[src/rtl/key_sched_ctrl.sv]
// key_sched_ctrl: AES-128 round-key scheduler and key store for the cipher core.
// Latency: the ack cycle plus NR expansion cycles; key_ready rises with the last slot write.
// Backpressure: key_load stays pending (no ack) while core_full=1 or expansion is running.
//
// Ports:
//   clk, rst        clock (rising edge) and asynchronous active-high reset
//   key_load/ack    load request (hold with key_in stable) and 1-cycle capture pulse
//   key_in          cipher key, FIPS byte 0 at [7:0]
//   key_ready       all NR+1 round keys are valid
//   core_full       core busy; key replacement is held off while set
//   core_addr       round address from the core
//   round_key       {valid, key} for core_addr, combinational
//   nr_out          constant round count for the core
module key_sched_ctrl #(
  parameter int NR     = 10,
  parameter int ADDR_W = 4
) (
  input  logic              clk,
  input  logic              rst,
  input  logic              key_load,
  input  logic [127:0]      key_in,
  output logic              key_ack,
  output logic              key_ready,
  input  logic              core_full,
  input  logic [ADDR_W-1:0] core_addr,
  output logic [128:0]      round_key,
  output logic [3:0]        nr_out
);

  localparam int NK = NR + 1;
  localparam logic [3:0]        NR_CNT  = 4'(NR);
  localparam logic [ADDR_W-1:0] NR_ADDR = ADDR_W'(NR);

  // S-box packed as 256 bytes, entry 0x00 in the top byte.
  localparam logic [2047:0] SBOX = {
    128'h637c777bf26b6fc53001672bfed7ab76, 128'hca82c97dfa5947f0add4a2af9ca472c0,
    128'hb7fd9326363ff7cc34a5e5f171d83115, 128'h04c723c31896059a071280e2eb27b275,
    128'h09832c1a1b6e5aa0523bd6b329e32f84, 128'h53d100ed20fcb15b6acbbe394a4c58cf,
    128'hd0efaafb434d338545f9027f503c9fa8, 128'h51a3408f929d38f5bcb6da2110fff3d2,
    128'hcd0c13ec5f974417c4a77e3d645d1973, 128'h60814fdc222a908846eeb814de5e0bdb,
    128'he0323a0a4906245cc2d3ac629195e479, 128'he7c8376d8dd54ea96c56f4ea657aae08,
    128'hba78252e1ca6b4c6e8dd741f4bbd8b8a, 128'h703eb5664803f60e613557b986c11d9e,
    128'he1f8981169d98e949b1e87e9ce5528df, 128'h8ca1890dbfe6426841992d0fb054bb16
  };

  typedef enum logic [1:0] {IDLE, EXPAND, READY} state_t;

  state_t       state_q, state_d;
  logic [127:0] slot_q [NK];
  logic [7:0]   rcon_q, rcon_d;
  logic [3:0]   cnt_q, cnt_d;
  logic         key_ready_q, key_ready_d;
  logic         accept;
  logic         exp_we;
  logic [127:0] prev_key;
  logic [127:0] next_key;
  logic         addr_ok;

  // Byte x sits at bit 8*(255-x)+7 = {~x, 3'b111}.
  function automatic logic [7:0] sbox(input logic [7:0] x);
    return SBOX[{~x, 3'b111} -: 8];
  endfunction

  function automatic logic [31:0] sub_word(input logic [31:0] w);
    return {sbox(w[31:24]), sbox(w[23:16]), sbox(w[15:8]), sbox(w[7:0])};
  endfunction

  function automatic logic [7:0] xtime(input logic [7:0] b);
    return {b[6:0], 1'b0} ^ (b[7] ? 8'h1b : 8'h00);
  endfunction

  // One round of the AES-128 expansion from the previous slot.
  always_comb begin
    logic [31:0] t, w0, w1, w2, w3;
    prev_key = slot_q[cnt_q - 4'd1];
    t  = sub_word({prev_key[103:96], prev_key[127:104]}) ^ {24'h0, rcon_q};
    w0 = prev_key[31:0]   ^ t;
    w1 = prev_key[63:32]  ^ w0;
    w2 = prev_key[95:64]  ^ w1;
    w3 = prev_key[127:96] ^ w2;
    next_key = {w3, w2, w1, w0};
  end

  // A key is never swapped under a busy core or an expansion in flight.
  assign accept = key_load && !core_full && (state_q != EXPAND) && !rst;

  always_comb begin
    state_d     = state_q;
    rcon_d      = rcon_q;
    cnt_d       = cnt_q;
    key_ready_d = key_ready_q;
    exp_we      = 1'b0;
    if (accept) begin
      state_d     = EXPAND;
      rcon_d      = 8'h01;
      cnt_d       = 4'd1;
      key_ready_d = 1'b0;
    end else begin
      case (state_q)
        EXPAND: begin
          exp_we = 1'b1;
          rcon_d = xtime(rcon_q);
          cnt_d  = cnt_q + 4'd1;
          if (cnt_q == NR_CNT) begin
            state_d     = READY;
            key_ready_d = 1'b1;
          end
        end
        default: ;
      endcase
    end
  end

  always_ff @(posedge clk or posedge rst) begin
    if (rst) begin
      state_q     <= IDLE;
      rcon_q      <= 8'h01;
      cnt_q       <= 4'd0;
      key_ready_q <= 1'b0;
      for (int i = 0; i < NK; i++) slot_q[i] <= '0;
    end else begin
      state_q     <= state_d;
      rcon_q      <= rcon_d;
      cnt_q       <= cnt_d;
      key_ready_q <= key_ready_d;
      if (accept)      slot_q[0]     <= key_in;
      else if (exp_we) slot_q[cnt_q] <= next_key;
    end
  end

  // Out-of-range addresses return an invalid all-zero key so the core stalls.
  assign addr_ok   = (core_addr <= NR_ADDR);
  assign round_key = addr_ok ? {key_ready_q, slot_q[core_addr]} : 129'h0;
  assign key_ack   = accept;
  assign key_ready = key_ready_q;
  assign nr_out    = 4'(NR);

endmodule

[config.mk]
export PLATFORM = sky130hd
export DESIGN_NAME = key_sched_ctrl
export DESIGN_NICKNAME = d
export VERILOG_FILES = /design/src/rtl/key_sched_ctrl.sv
export SDC_FILE = /design/constraint.sdc
export NUM_CORES = 2
export LEC_CHECK = 0
export CELL_PAD_IN_SITES_DETAIL_PLACEMENT = 1
export CELL_PAD_IN_SITES_GLOBAL_PLACEMENT = 1
export CORE_AREA = 3 3 482 484
export CTS_BUF_LIST = sky130_fd_sc_hd__clkbuf_16
export CTS_CLUSTER_SIZE = 10
export DETAILED_ROUTE_END_ITERATION = 10
export DIE_AREA = 0 0 485 487
export GPL_ROUTABILITY_DRIVEN = 0
export MAX_ROUTING_LAYER = met4
export PLACE_DENSITY_LB_ADDON = 0.12
export SLEW_MARGIN = 20
export SYNTH_ARGS = -nofsm -noshare
export SYNTH_HDL_FRONTEND = slang
export SYNTH_SLANG_ARGS = --single-unit
export TNS_END_PERCENT = 5
[constraint.sdc]
create_clock -name clk -period 75 [get_ports clk]
set_input_delay 18.75 -clock clk [delete_from_list [all_inputs] [get_ports clk]]
set_output_delay 18.75 -clock clk [all_outputs]
set_load 0.005 [all_outputs]
-- After elaboration in Yosys (flattened, before gate mapping)
Index checks and enable logic that the tools add are counted.
- $add $sub $neg: 2
- $lt $le $gt $ge: 5
- equality and inequality tests: 3
- shift-type cells: 4
- multiplexer cells: 25
- bitwise gates (word level): 14
- reductions and logical operators: 11
- operators by type and width (kind ; number):
    variable part select 2055 x 12 -> 8 bit (first input constant) ; 4
    bitwise mux 1408 bit ; 1
    2-to-1 mux 1408 bit ; 1
    binary-select mux 128 bit (select 4 bit) ; 2
    2-to-1 mux 128 bit ; 6
    demux 128 bit (select 4 bit) ; 1
    2-to-1 mux 129 bit ; 1
    bitwise XOR 32 bit ; 4
    NOT 8 bit ; 4
    bitwise XOR 32 x 8 -> 32 bit ; 1
    2-to-1 mux 8 bit ; 2
    greater-or-equal comparator 5 bit (second input constant) ; 3
    NOT 4 -> 5 bit ; 3
    2-to-1 mux 4 bit ; 2
    bitwise XOR 8 x 5 -> 8 bit ; 1
    2-to-1 mux 2 bit ; 3
    nonzero test 2 bit ; 3
    less-than comparator 5 x 1 -> 1 bit (second input constant) ; 1
    2-to-1 mux 1 bit ; 5
    2-to-1 mux 5 bit ; 1
    adder 4 x 1 -> 4 bit (second input constant) ; 1
    equality test 4 bit (second input constant) ; 1
    <= comparator 4 bit (second input constant) ; 1
    logical AND 1 bit ; 4
    other kinds (6) ; 8
- flip-flop bits (word level): 1423
- input bits: 136
- output and inout port bits: 135
- word-level logic and storage cells: 79

-- Logic depth before layout (Yosys ltp)
- depth in word-level cells: 15
- mapped depth: 36
- mapped depth without buffers: 20

-- Worst setup path after synthesis
Ideal clock, no wire load.
- path type: input to output
- start point: input core_addr[1]
- end point: output round_key[63]
- arrival: 20664 ps
- data required time: 56250 ps
- path slack: 35586 ps
- stages: 6
- buffers on the path: 3
- cell sequence: clkbuf_1 -> clkbuf_1 -> buf_1 -> mux4_2 -> mux2i_1 -> o22ai_1
- word-level cells in the longest chain between the ends: 5
- ends and longest elaborated chain (item ; line ; source):
    start: declaration ; 25 ; input logic [ADDR_W-1:0] core_addr,
    NOT 4 -> 5 bit (implied by the code) ; 133 ; assign round_key = addr_ok ? {key_ready_q, slot_q[core_addr]} : 129'h0;
    binary-select mux 128 bit (select 4 bit) ; 133 ;
    2-to-1 mux 128 bit (implied by the code) (2 in a row) ; 133 ;
    2-to-1 mux 129 bit * ; 133 ;
    end: declaration ; 26 ; output logic [128:0] round_key,
Mark *: on every way between the ends. The rest lies on a longest branch, timed or not. The select of a mux whose other input is x is not followed.

-- Final worst setup path
- start point: input core_addr[0]
- end point: output round_key[111]
Same word-level chain as after synthesis.

==> reports/qor.yml <==
slew-limit-headroom_pct: 12.2
fp.coreArea_mm2: 0.228
finClkSkew_ps: 69.1
clock_tree.root_cell: "clkbuf_16"
clock_network_latency_to_the_later_pin_of_the_worst_skew_pair_ps: 880
total_negative_slack_ps: 0
final_number_of_hold_violating_endpoints: 0
setup.worst_path.start: "core_addr[0]"
reg2reg_from: "cnt_q[0]$_DFFE_PP0P_"
critical_path_required_ps: 56250
cts_inserted_buffers: 175
vias_in_the_first_global_route: 89544
clk_pin_slew_ps: 60
cts.path.max_buffers: 3
dp.final_hpwl_um: 274000
cts_setup_buffers: 0
route.antenna.remaining_nets: 0
die_x_um: 485
design.die.area_mm2: 0.236
synth_ff_type: "dfrtp_1"
signal_arrival_time_at_the_worst_endpoint_ps: 23600
setup_violations: 0
drt-met1-wl_um: 176000
grt_util_all_layers_pct: 37.1
cts_repair_resize_count: 0
post_route_cells_drive_above_1_share_pct: 12.3
worstSetupPathType: "in2out"
grt_start_max_net_pins: 175
crit_path_frequent_cell: "buf_4"
detail_route.vias_per_cell: 6.81
slew_violations: 0
startpoint_type: "primary input"
detail_route.drc_violations: 0
syn-mean-instance-area_um2: 9.14
met3_length_um: 39000
io_pins: 271
cts_tree: "done"
totalWireLength_um: 434000
top_layer_used_by_detailed_routing: "met4"
design.final.nets: 10058
min-delay-path-class: "reg2reg"
seq_area_frac_synth_pct: 38.1
critPathMaxFanout: 42
timing.fmax_mhz: 23.6
timing_worst_slew_pin_value_ps: 1320
layout.cells.most_common_list: "nand2_1 (1,734), o21ai_0 (1,454), dfrtp_1 (1,420), nor2_1 (565), mux2i_1 (546)"
routed-wl-met2_um: 190000
wire_per_inst_um: 33.4
number_of_vias_after_detailed_routing: 88374
clkSinkCount: 1422
grt_first_pass_wirelength_um: 636000
start_util_pct: 41.0
ys_ff_latch: 1422
postSynth.asyncResetShare_pct: 100
r2r.worst_path.cells: 23
crit_chain: "buf_8, buf_4, buf_4, buf_4, buf_4, mux4_2, mux2i_1, o22ai_1, clkdlybuf4s50_1"
synth_cells: 10226
firstDrtPassIters: 9
timing_endpoint_of_the_critical_path: "round_key[111]"
antenna_found_initial: 11
rows: 175
result_of_the_run: "finished, final reports clean"
die_height_um: 487
port-buffer-count: 266
maximum_cell_stage_delay_along_the_critical_path_ps: 780
syn_area_mm2: 0.0934
synth.lib_cells_used.distinct: 120
flow.area_growth_from_synthesis_pct: 10.5
finalWorstPathRequiredPeriod_ps: 42350
timing.max_cap.violations: 0
worst_path_max_delay_cell: "buf_4"
cts-htree-levels: 4
synth_edf_count: 0
post-route-period-util_pct: 56.5
endpoint_class_of_the_critical_path: "output pin"
worstHoldStart: "state_q[0]$_DFFE_PP0P_"
reg2reg_slack_ps: 62930
worstReg2RegEnd: "slot_q[370]$_DFFE_PP0P_"
synth.yosys.warnings: 0
final_common_cell: "nand2_1"
rsz_0062_raised_after_global_routing: "no"
holdBufCountCts: 0
violation_count_after_the_first_detailed_route_iteration: 10254
remaining_global_route_overflow: 0
==> registers in the layout, summed over array words and instances (netlist names) <==
| register | cells |
|---|---|
| slot_q | 1408 |
| cnt_q | 4 |
| state_q | 2 |
| rcon_q | 8 |
==> per-stage QoR <==
stage / setup WS, ps / instance area, um^2 / std cells / utilization (%) / hold WS [ps]
floorplan: 16150 / 93400 / 10228 / - / 458
global placement: 32730 / 97800 / 12690 / 42.9 / 474
detailed placement: 32670 / 97800 / 12691 / 43.0 / 488
CTS: 32670 / 103000 / 12966 / 45.3 / 501
global route: 32370 / 103000 / 12976 / 45.3 / 522
finish: 32650 / 103000 / 12981 / 45.3 / 497
==> how the worst min path moves through the flow <==
stage	to	slack [ps]	cells after the start
2_1_floorplan	slot_q[679]$_DFFE_PP0P_	460	2
3_3_place_gp	slot_q[1030]$_DFFE_PP0P_	470	2
3_5_place_dp	state_q[0]$_DFFE_PP0P_	490	2
4_1_cts	slot_q[612]$_DFFE_PP0P_	500	2
5_1_grt	slot_q[1209]$_DFFE_PP0P_	520	2
6_report	state_q[0]$_DFFE_PP0P_	500	2
==> synthesized netlist by cell type (19+ instances only) <==
cell type  count  area [um^2]
o211ai_1     103          773
o2111ai_1     43          377
clkbuf_1     677         2540
nor3_1       138          691
mux2_2        23          259
nor2_1       567         2130
nand3_1      227         1140
and2_1        39          244
a221oi_1      53          464
or3_1         20          125
o22ai_1      196         1230
a21oi_1      465         2330
nor4_1        25          156
and3_1        26          163
a311oi_1      52          455
a31oi_1      101          632
buf_1         92          345
nand2_1     1746         6550
buf_4         75          563
dfrtp_1     1421        35600
buf_6         39          439
a22oi_1      143         1070
o31ai_1       36          270
o21ai_1      195          976
a32oi_1       19          166
ha_1          61          763
nor2b_1       20          125
inv_1         45          169
a211oi_1      92          691
o311ai_0      45          394
xnor2_1      133         1160
o221ai_1      40          350
o21ai_0     1460         7310
mux2i_1      547         5480
xor2_1        60          526
mux4_2       490        11000
nand4_1       39          244
a2111oi_0     20          175
a21o_1        26          195
buf_2        229         1150
==> critical path: cells and delay by family <==
family	cells	cell delay (ps)
buffers and inverters	6	3750
muxes	2	740
AOI/OAI and AO/OA	1	190
==> cells by family (layout without fill, tap and decap cells) <==
| logic type | count (synthesis) | in the layout | share of synthesized area [%] |
|---|---|---|---|
| AO/OA/AOI/OAI | 3364 | 3364 | 22.1 |
| AND/OR/NAND/NOR | 2927 | 2927 | 13.0 |
| flip-flops | 1422 | 1422 | 38.1 |
| buffers and inverters | 1172 | 903 | 5.69 |
| multiplexers | 1061 | 1061 | 18.0 |
| XOR/XNOR | 217 | 217 | 2.27 |
| adder cells (fa/ha/maj) | 61 | 61 | 0.817 |
| other | 2 | 17 | 0.00804 |
==> layer usage <==
metal / track usage [%] / up-vias
li1: - / 36850
met1: 48.0 / 45858
met2: 54.6 / 4502
met3: 7.81 / 1164
met4: 19.9 / 0
met5: - / -
==> area by class of cell <==
cell class,count,area [um^2]
inverters,54,220
clock inverters,98,785
repair buffers,574,5230
fillers,25739,125000
multi-input cells,7634,53200
flip-flops and latches,1422,35600
diodes,13,32.5
clock buffers,177,4430
well taps,3009,3760
Power is left out: the tool's default activity adds up to more than one toggle a clock period on the data nets, which glitch-free logic cannot reach.
